`config.mk`:
```
export PLATFORM = sky130hd
export DESIGN_NAME = idle_ctrl
export DESIGN_NICKNAME = d
export VERILOG_FILES = /design/src/rtl/idle_ctrl_pkg.sv /design/src/rtl/idle_ctrl.sv
export SDC_FILE = /design/constraint.sdc
export NUM_CORES = 1
export LEC_CHECK = 0
export ABC_AREA = 1
export CORE_AREA = 2 2 80 82
export DETAILED_ROUTE_END_ITERATION = 6
export DIE_AREA = 0 0 82 84
export PLACE_DENSITY = 0.73
export SETUP_SLACK_MARGIN = 0.4
export SLEW_MARGIN = 20
export SYNTH_ARGS = -nofsm -noshare
export SYNTH_HDL_FRONTEND = slang
export SYNTH_SLANG_ARGS = --single-unit
```
`constraint.sdc`:
```
create_clock -name aclk -period 4.85 [get_ports aclk]
set_clock_uncertainty 0.2 [all_clocks]
set_input_delay 1.455 -clock aclk [delete_from_list [all_inputs] [get_ports aclk]]
set_output_delay 1.455 -clock aclk [all_outputs]
set_load 0.01 [all_outputs]
```
`src/rtl/idle_ctrl_pkg.sv`:
```
// Shared CPU-wide definitions for the IDLE instruction clock-gating controller.
package idle_ctrl_pkg;

    // Width of the interrupt status / enable vectors (ESTAT.IS / ECFG.LIE).
    localparam int unsigned INT_W = 13;

    // Idle sequencing states.
    typedef enum logic [1:0] {
        RUN   = 2'd0,
        DRAIN = 2'd1,
        SLEEP = 2'd2,
        WAKE  = 2'd3
    } idle_state_e;

endpackage

```
`src/rtl/idle_ctrl.sv`:
```
// IDLE controller: after an IDLE retires, drains the pipe and bus, requests
// clock gating, and releases it on any enabled pending interrupt (or timeout).
module idle_ctrl #(
    parameter int unsigned INT_W        = idle_ctrl_pkg::INT_W,
    parameter int unsigned DRAIN_STABLE = 4,
    parameter int unsigned IDLE_TIMEOUT = 0
) (
    input  logic             aclk,
    input  logic             areset,
    input  logic             idle_commit,
    input  logic             pipe_empty,
    input  logic             bus_idle,
    input  logic [INT_W-1:0] int_vec,
    input  logic [INT_W-1:0] int_en,
    output logic             block_clock,
    output logic             idle_over,
    output logic             stall_fetch,
    output logic             in_idle,
    output logic [31:0]      idle_cnt
);
    import idle_ctrl_pkg::*;

    localparam int unsigned      TMO_W      = (IDLE_TIMEOUT > 1) ? $clog2(IDLE_TIMEOUT) : 1;
    localparam logic             TMO_EN     = (IDLE_TIMEOUT != 0);
    localparam logic [3:0]       DRAIN_LAST = 4'(DRAIN_STABLE - 1);
    localparam logic [TMO_W-1:0] TMO_LAST   = TMO_W'(IDLE_TIMEOUT - 1);

    idle_state_e      state, state_nxt;
    logic [3:0]       drain_cnt, drain_cnt_nxt;
    logic [TMO_W-1:0] tmo_cnt, tmo_cnt_nxt;
    logic             wake;
    logic             drain_ok;
    logic             tmo_hit;

    // CRMD.IE is deliberately ignored: any enabled pending line ends IDLE.
    assign wake     = |(int_vec & int_en);
    assign drain_ok = pipe_empty & bus_idle;
    assign tmo_hit  = TMO_EN && (tmo_cnt == TMO_LAST);

    // Next-state and counter update; wake always outranks drain progress.
    always_comb begin
        state_nxt     = state;
        drain_cnt_nxt = '0;
        tmo_cnt_nxt   = '0;
        case (state)
            RUN: begin
                if (idle_commit) begin
                    state_nxt = wake ? WAKE : DRAIN;
                end
            end
            DRAIN: begin
                if (wake) begin
                    state_nxt = WAKE;
                end else if (drain_ok) begin
                    if (drain_cnt == DRAIN_LAST) begin
                        state_nxt = SLEEP;
                    end else begin
                        drain_cnt_nxt = drain_cnt + 4'd1;
                    end
                end
            end
            SLEEP: begin
                if (wake || tmo_hit) begin
                    state_nxt = WAKE;
                end else begin
                    tmo_cnt_nxt = tmo_cnt + 1'b1;
                end
            end
            WAKE: begin
                state_nxt = RUN;
            end
            default: begin
                state_nxt = RUN;
            end
        endcase
    end

    // State, counters and outputs; outputs are flops decoded from the next
    // state so block_clock reaches the clock gate glitch-free.
    always_ff @(posedge aclk) begin
        if (areset) begin
            state       <= RUN;
            drain_cnt   <= '0;
            tmo_cnt     <= '0;
            block_clock <= 1'b0;
            idle_over   <= 1'b0;
            stall_fetch <= 1'b0;
            in_idle     <= 1'b0;
        end else begin
            state       <= state_nxt;
            drain_cnt   <= drain_cnt_nxt;
            tmo_cnt     <= tmo_cnt_nxt;
            block_clock <= (state_nxt == SLEEP);
            idle_over   <= (state_nxt == WAKE);
            stall_fetch <= (state_nxt != RUN);
            in_idle     <= (state_nxt == DRAIN) || (state_nxt == SLEEP);
        end
    end

    // Free-running count of gated cycles; wraps silently.
    always_ff @(posedge aclk) begin
        if (areset) begin
            idle_cnt <= '0;
        end else if (state == SLEEP) begin
            idle_cnt <= idle_cnt + 32'd1;
        end
    end

endmodule

```
# [Word-level counts from Yosys, hierarchy flattened]
# Cells that the tools add are included.
# Widths: inputs -> output; s select.
[word_totals] ff_bits=42 inputBits=31
[classes] n_addsub=2 eq_ne=7 mux=7 n_bitwise=4 n_reduce_logical=5
[op_table] operator="$add 32x1->32 const B" count=1
[op_table] operator="$reduce_or 17->1" count=1
[op_table] operator="$and 13x13->13" count=1
[op_table] operator="$reduce_or 13->1" count=1
[op_table] operator="$mux 2" count=6
[op_table] operator="$eq 2x2->1 const B" count=4
[op_table] operator="$pmux 2 s4" count=1
[op_table] operator="$add 4x1->4 const B" count=1
[op_table] operator="$eq 2x1->1 const B" count=2
[op_table] operator="$eq 4x2->1 const B" count=1
[op_table] operator="$logic_not 2->1" count=1
[op_table] operator="$not 1->1" count=2
[op_table] operator="$reduce_bool 2->1" count=1
[op_table] operator="$and 1x1->1" count=1
[op_table] operator="$logic_or 1x1->1" count=1

# [Depth between registers and ports, before layout]
[depth] ltp_word=7 ltp_mapped=12 mapped_depth_nobuf=12

# [Worst setup path after synthesis]
# Ideal clock, no wire load.
[synth_timing] path_kind="input-to-reg" start="input int_vec[6]" end="register in_idle" arrival_time_ns=2.339 t_required_ns=4.524 slack_ns=2.185 stages=10 path_cell_list="nand2_1 > nand2_1 > nor2_1 > nand2_1 > nor2_1 > nand2_1 > nand2_1 > nand2_1 > ha_1 > nor2_1"
[synth_between] elab_chain_cells=7 word_cells_on_any_way=10
[synth_rtl] item="start: declaration" line="idle_ctrl.sv:13" source="input logic [INT_W-1:0] int_vec,"
[synth_rtl] item="$and 13x13->13 *" line="idle_ctrl.sv:36" source="assign wake = |(int_vec & int_en);"
[synth_rtl] item="$reduce_or 13->1 *" line="idle_ctrl.sv:36"
[synth_rtl] item="$mux 2" line="idle_ctrl.sv:48" source="state_nxt = wake ? WAKE : DRAIN;"
[synth_rtl] item="$mux 2" line="idle_ctrl.sv:47" source="if (idle_commit) begin"
[synth_rtl] item="$pmux 2 s4 *" line="idle_ctrl.sv:45" source="case (state)"
[synth_rtl] item="$eq 2x1->1 or $eq 2x2->1 (tied branches)" line="idle_ctrl.sv:96" source="in_idle <= (state_nxt == DRAIN) || (state_nxt == SLEEP);"
[synth_rtl] item="$logic_or 1x1->1 *" line="idle_ctrl.sv:96"
[synth_rtl] item="end signal: assignment" line="idle_ctrl.sv:96"
[synth_rtl] item="end: declaration" line="idle_ctrl.sv:18" source="output logic in_idle,"
# Mark *: on every way between the ends. The rest lies on a longest branch, timed or not.
# A chain may end at the register's enable or synchronous reset.

==> summary.md <==
| Metric | Value |
|---|---|
| Status | finished, final reports clean |
| Unrepaired setup endpoints after global routing | no |
| Largest net degree at the start of global routing | 23 |
| Drt total wl | 5490 µm |
| Period utilisation layout | 66.1% |
| Worst EP required | 4880 ps |
| Syn-to-layout area delta | 37.0% |
| # IOs | 67 |
| Hold Vio Cnt, Final | 0 |
| Combinational Power Share | 15.5% |
| Antenna Cells | 0 |
| CP Launch Type | input port |
| Via density | 4.67 |
| DR WL/cell | 11.0 µm |
| Synth Register Bits | 42 |
| Max-slew violations | 0 |
| Commonest cells after routing, fill and taps aside | nand2_1 (96), clkdlybuf4s50_1 (66), nor2_1 (58) |
| Die extent in x | 82 µm |
| Min cycle time layout | 3210 ps |
| Crit path DAT | 3240 ps |
| Synthesized Nets | 388 |
| Post-DP HPWL | 4330 µm |
| RD Place Congestion | 0.821 |
| Initial Utilization | 38.2% |
| Syn. warnings | 0 |
| Fillers | 591 |
| Count of input and output buffers | 66 |
| Worst-Margin Slew | 669 ps |
| Clock buffer depth | 2 |
| Clock share of power | 40.0% |
| CTS tree | done |
| # setup viols final | 0 |
| Total grt overflow | 0 |
| Die area | 6890 µm² |
| Internal | 0.629 mW |
| Post-synthesis sequential area ratio | 36.1% |
| Total CTS buffers | 5 |
| Drt pass-1 iters | 5 |
| Total track usage | 17.7% |
| Layout Nets | 456 |
| Insertion delay to the later sink of the worst-skew pair | 300 ps |
| Max_slew headroom | 55.2% |
| First-pass GRT wire length | 9740 µm |
| Num Clock Sinks | 42 |
| # hold bufs at CTS | 0 |
| Iteration-0 DRC count of the detailed router | 110 |
| Commonest non-fill, non-tap cell in the layout | nand2_1 |
| Avg Cell Area, Syn | 6.62 µm² |
| Post-Synthesis Cells | 352 |
| Netlist cell types | 31 |
| Crit path max fanout | 22 |
| Fmax | 0.312 GHz |
| Post-route ant nets | 0 |
| Site row count | 29 |
| Clock tree root buffer cell | clkbuf_8 |
| Layout cells sized above 1 | 8.55% |
| Die height | 84 µm |
| DRC | 0 |
| Maximum vdd drop | 216 µV |
| Sw Share | 24.2% |
| Setup TNS | 0 ps |
| Crit end category | register |
| H-tree lvl count | 2 |
| Total of max-cap violations | 0 |
| Core area | 6100 µm² |
| Critical path class | in2reg |
| Vias in the first global route | 2,235 |
| PwrDens | 260 nW/µm² |
| Register share of total power | 44.5% |
| Psw | 0.200 mW |
| Post CTS Setup Buffer Count | 0 |
| Clock transition at the registers of the reported paths | 90 ps |
| Min Hold Slack | 254 ps |
| Post-Syn Area | 2330 µm² |
| Hold Path Class | reg2reg |
| Total vias in the final route | 2,328 |
| Leak | 1.25 nW |
| # resized after CTS | 0 |
| Initial antenna violation count | 0 |
path summary, 6_finish.rpt:
check,from,end,slack (ps),depth (start not counted)
min,drain_cnt[0],drain_cnt[0],250,1
max reg2reg,drain_cnt[0],in_idle,3110,9
max,areset,idle_cnt[5],1640,4
min reg2reg,drain_cnt[0],drain_cnt[0],250,1
state kept, by name (all words and copies together) (netlist names):
| signal | cells |
|---|---|
| in_idle | 1 |
| idle_cnt | 32 |
| drain_cnt | 4 |
| state | 2 |
| idle_over | 1 |
| stall_fetch | 1 |
| block_clock | 1 |
power groups by stage:
stage / clock (mW) / combinational, mW / sequential [mW]
final: 0.332 / 0.129 / 0.369
after floorplan: 0 / 0.0678 / 0.381
after detailed placement: 0 / 0.129 / 0.376
after CTS: 0.339 / 0.130 / 0.369
after global routing: 0.351 / 0.147 / 0.371
after global placement: 0 / 0.127 / 0.377
Yosys cell counts:
library cell,number,share of area [%]
nor3_1,6,1.3
nand2_4,2,0.97
o21bai_1,1,0.32
or2_2,1,0.27
nand2_1,96,15
clkbuf_1,2,0.32
and3_1,1,0.27
ha_1,5,2.7
inv_2,7,1.1
o21ai_1,2,0.43
nor3_2,2,0.86
nor2_4,9,4.4
o21ai_0,9,1.9
o21a_1,2,0.64
dfxtp_1,42,36
buf_6,2,0.97
nor2b_1,1,0.27
xor2_1,3,1.1
nor2_2,1,0.27
a21oi_1,16,3.4
nand4_1,7,1.9
nand3_1,23,4.9
nand3b_1,1,0.32
buf_1,1,0.16
xnor2_1,1,0.38
a211oi_1,1,0.32
inv_1,43,6.9
nor3b_1,1,0.32
nand2_2,2,0.54
nor2_1,58,9.3
nand3_2,4,1.7
metal layers:
metal | up-vias | global-route usage (%) | wire length (µm)
li1 | 1236 | - | -
met1 | 1045 | 23.0 | 2590
met2 | 41 | 28.4 | 2630
met3 | 6 | 4.00 | 209
met4 | 0 | 6.21 | 65
met5 | - | 0 | 0
area by class of cell:
cell class	instances	area [µm²]	area share, %
Sequential cell	42	841	26.4
Clock inverter	3	68.8	2.16
Tap cell	77	96.3	3.02
Clock buffer	5	68.8	2.16
Multi-Input combinational cell	255	1270	39.7
Inverter	50	188	5.88
Timing Repair Buffer	66	661	20.7
metrics by stage:
| stage | area [µm²] | util [%] | worst slack (ps) | instances | power, mW |
|---|---|---|---|---|---|
| global route | 3190 | 52.3 | 1420 | 498 | 0.869 |
| floorplan | 2330 | - | 2190 | 352 | 0.449 |
| CTS | 3190 | 52.3 | 1630 | 498 | 0.838 |
| detailed placement | 3050 | 50.1 | 1340 | 490 | 0.505 |
| global placement | 3050 | 50.1 | 1380 | 490 | 0.504 |
| finish | 3190 | 52.3 | 1640 | 498 | 0.829 |
worst max-delay path: stages:
cell and delay [ps]:
clkdlybuf4s50_1 750, inv_1 670, o21ai_0 200, a21oi_1 160
logic make-up (layout without fill, tap and decap cells):
group | Yosys count | in the layout | share of synthesized area (%)
and+or+nand+nor | 215 | 215 | 43.1
buffers and inverters | 55 | 124 | 9.51
AOI/OAI and AO/OA | 31 | 31 | 7.09
adders and majority gates | 5 | 5 | 2.69
DFF | 42 | 42 | 36.1
xor gates and xnor gates | 4 | 4 | 1.50
No activity file was read; power rests on OpenSTA's default activity.
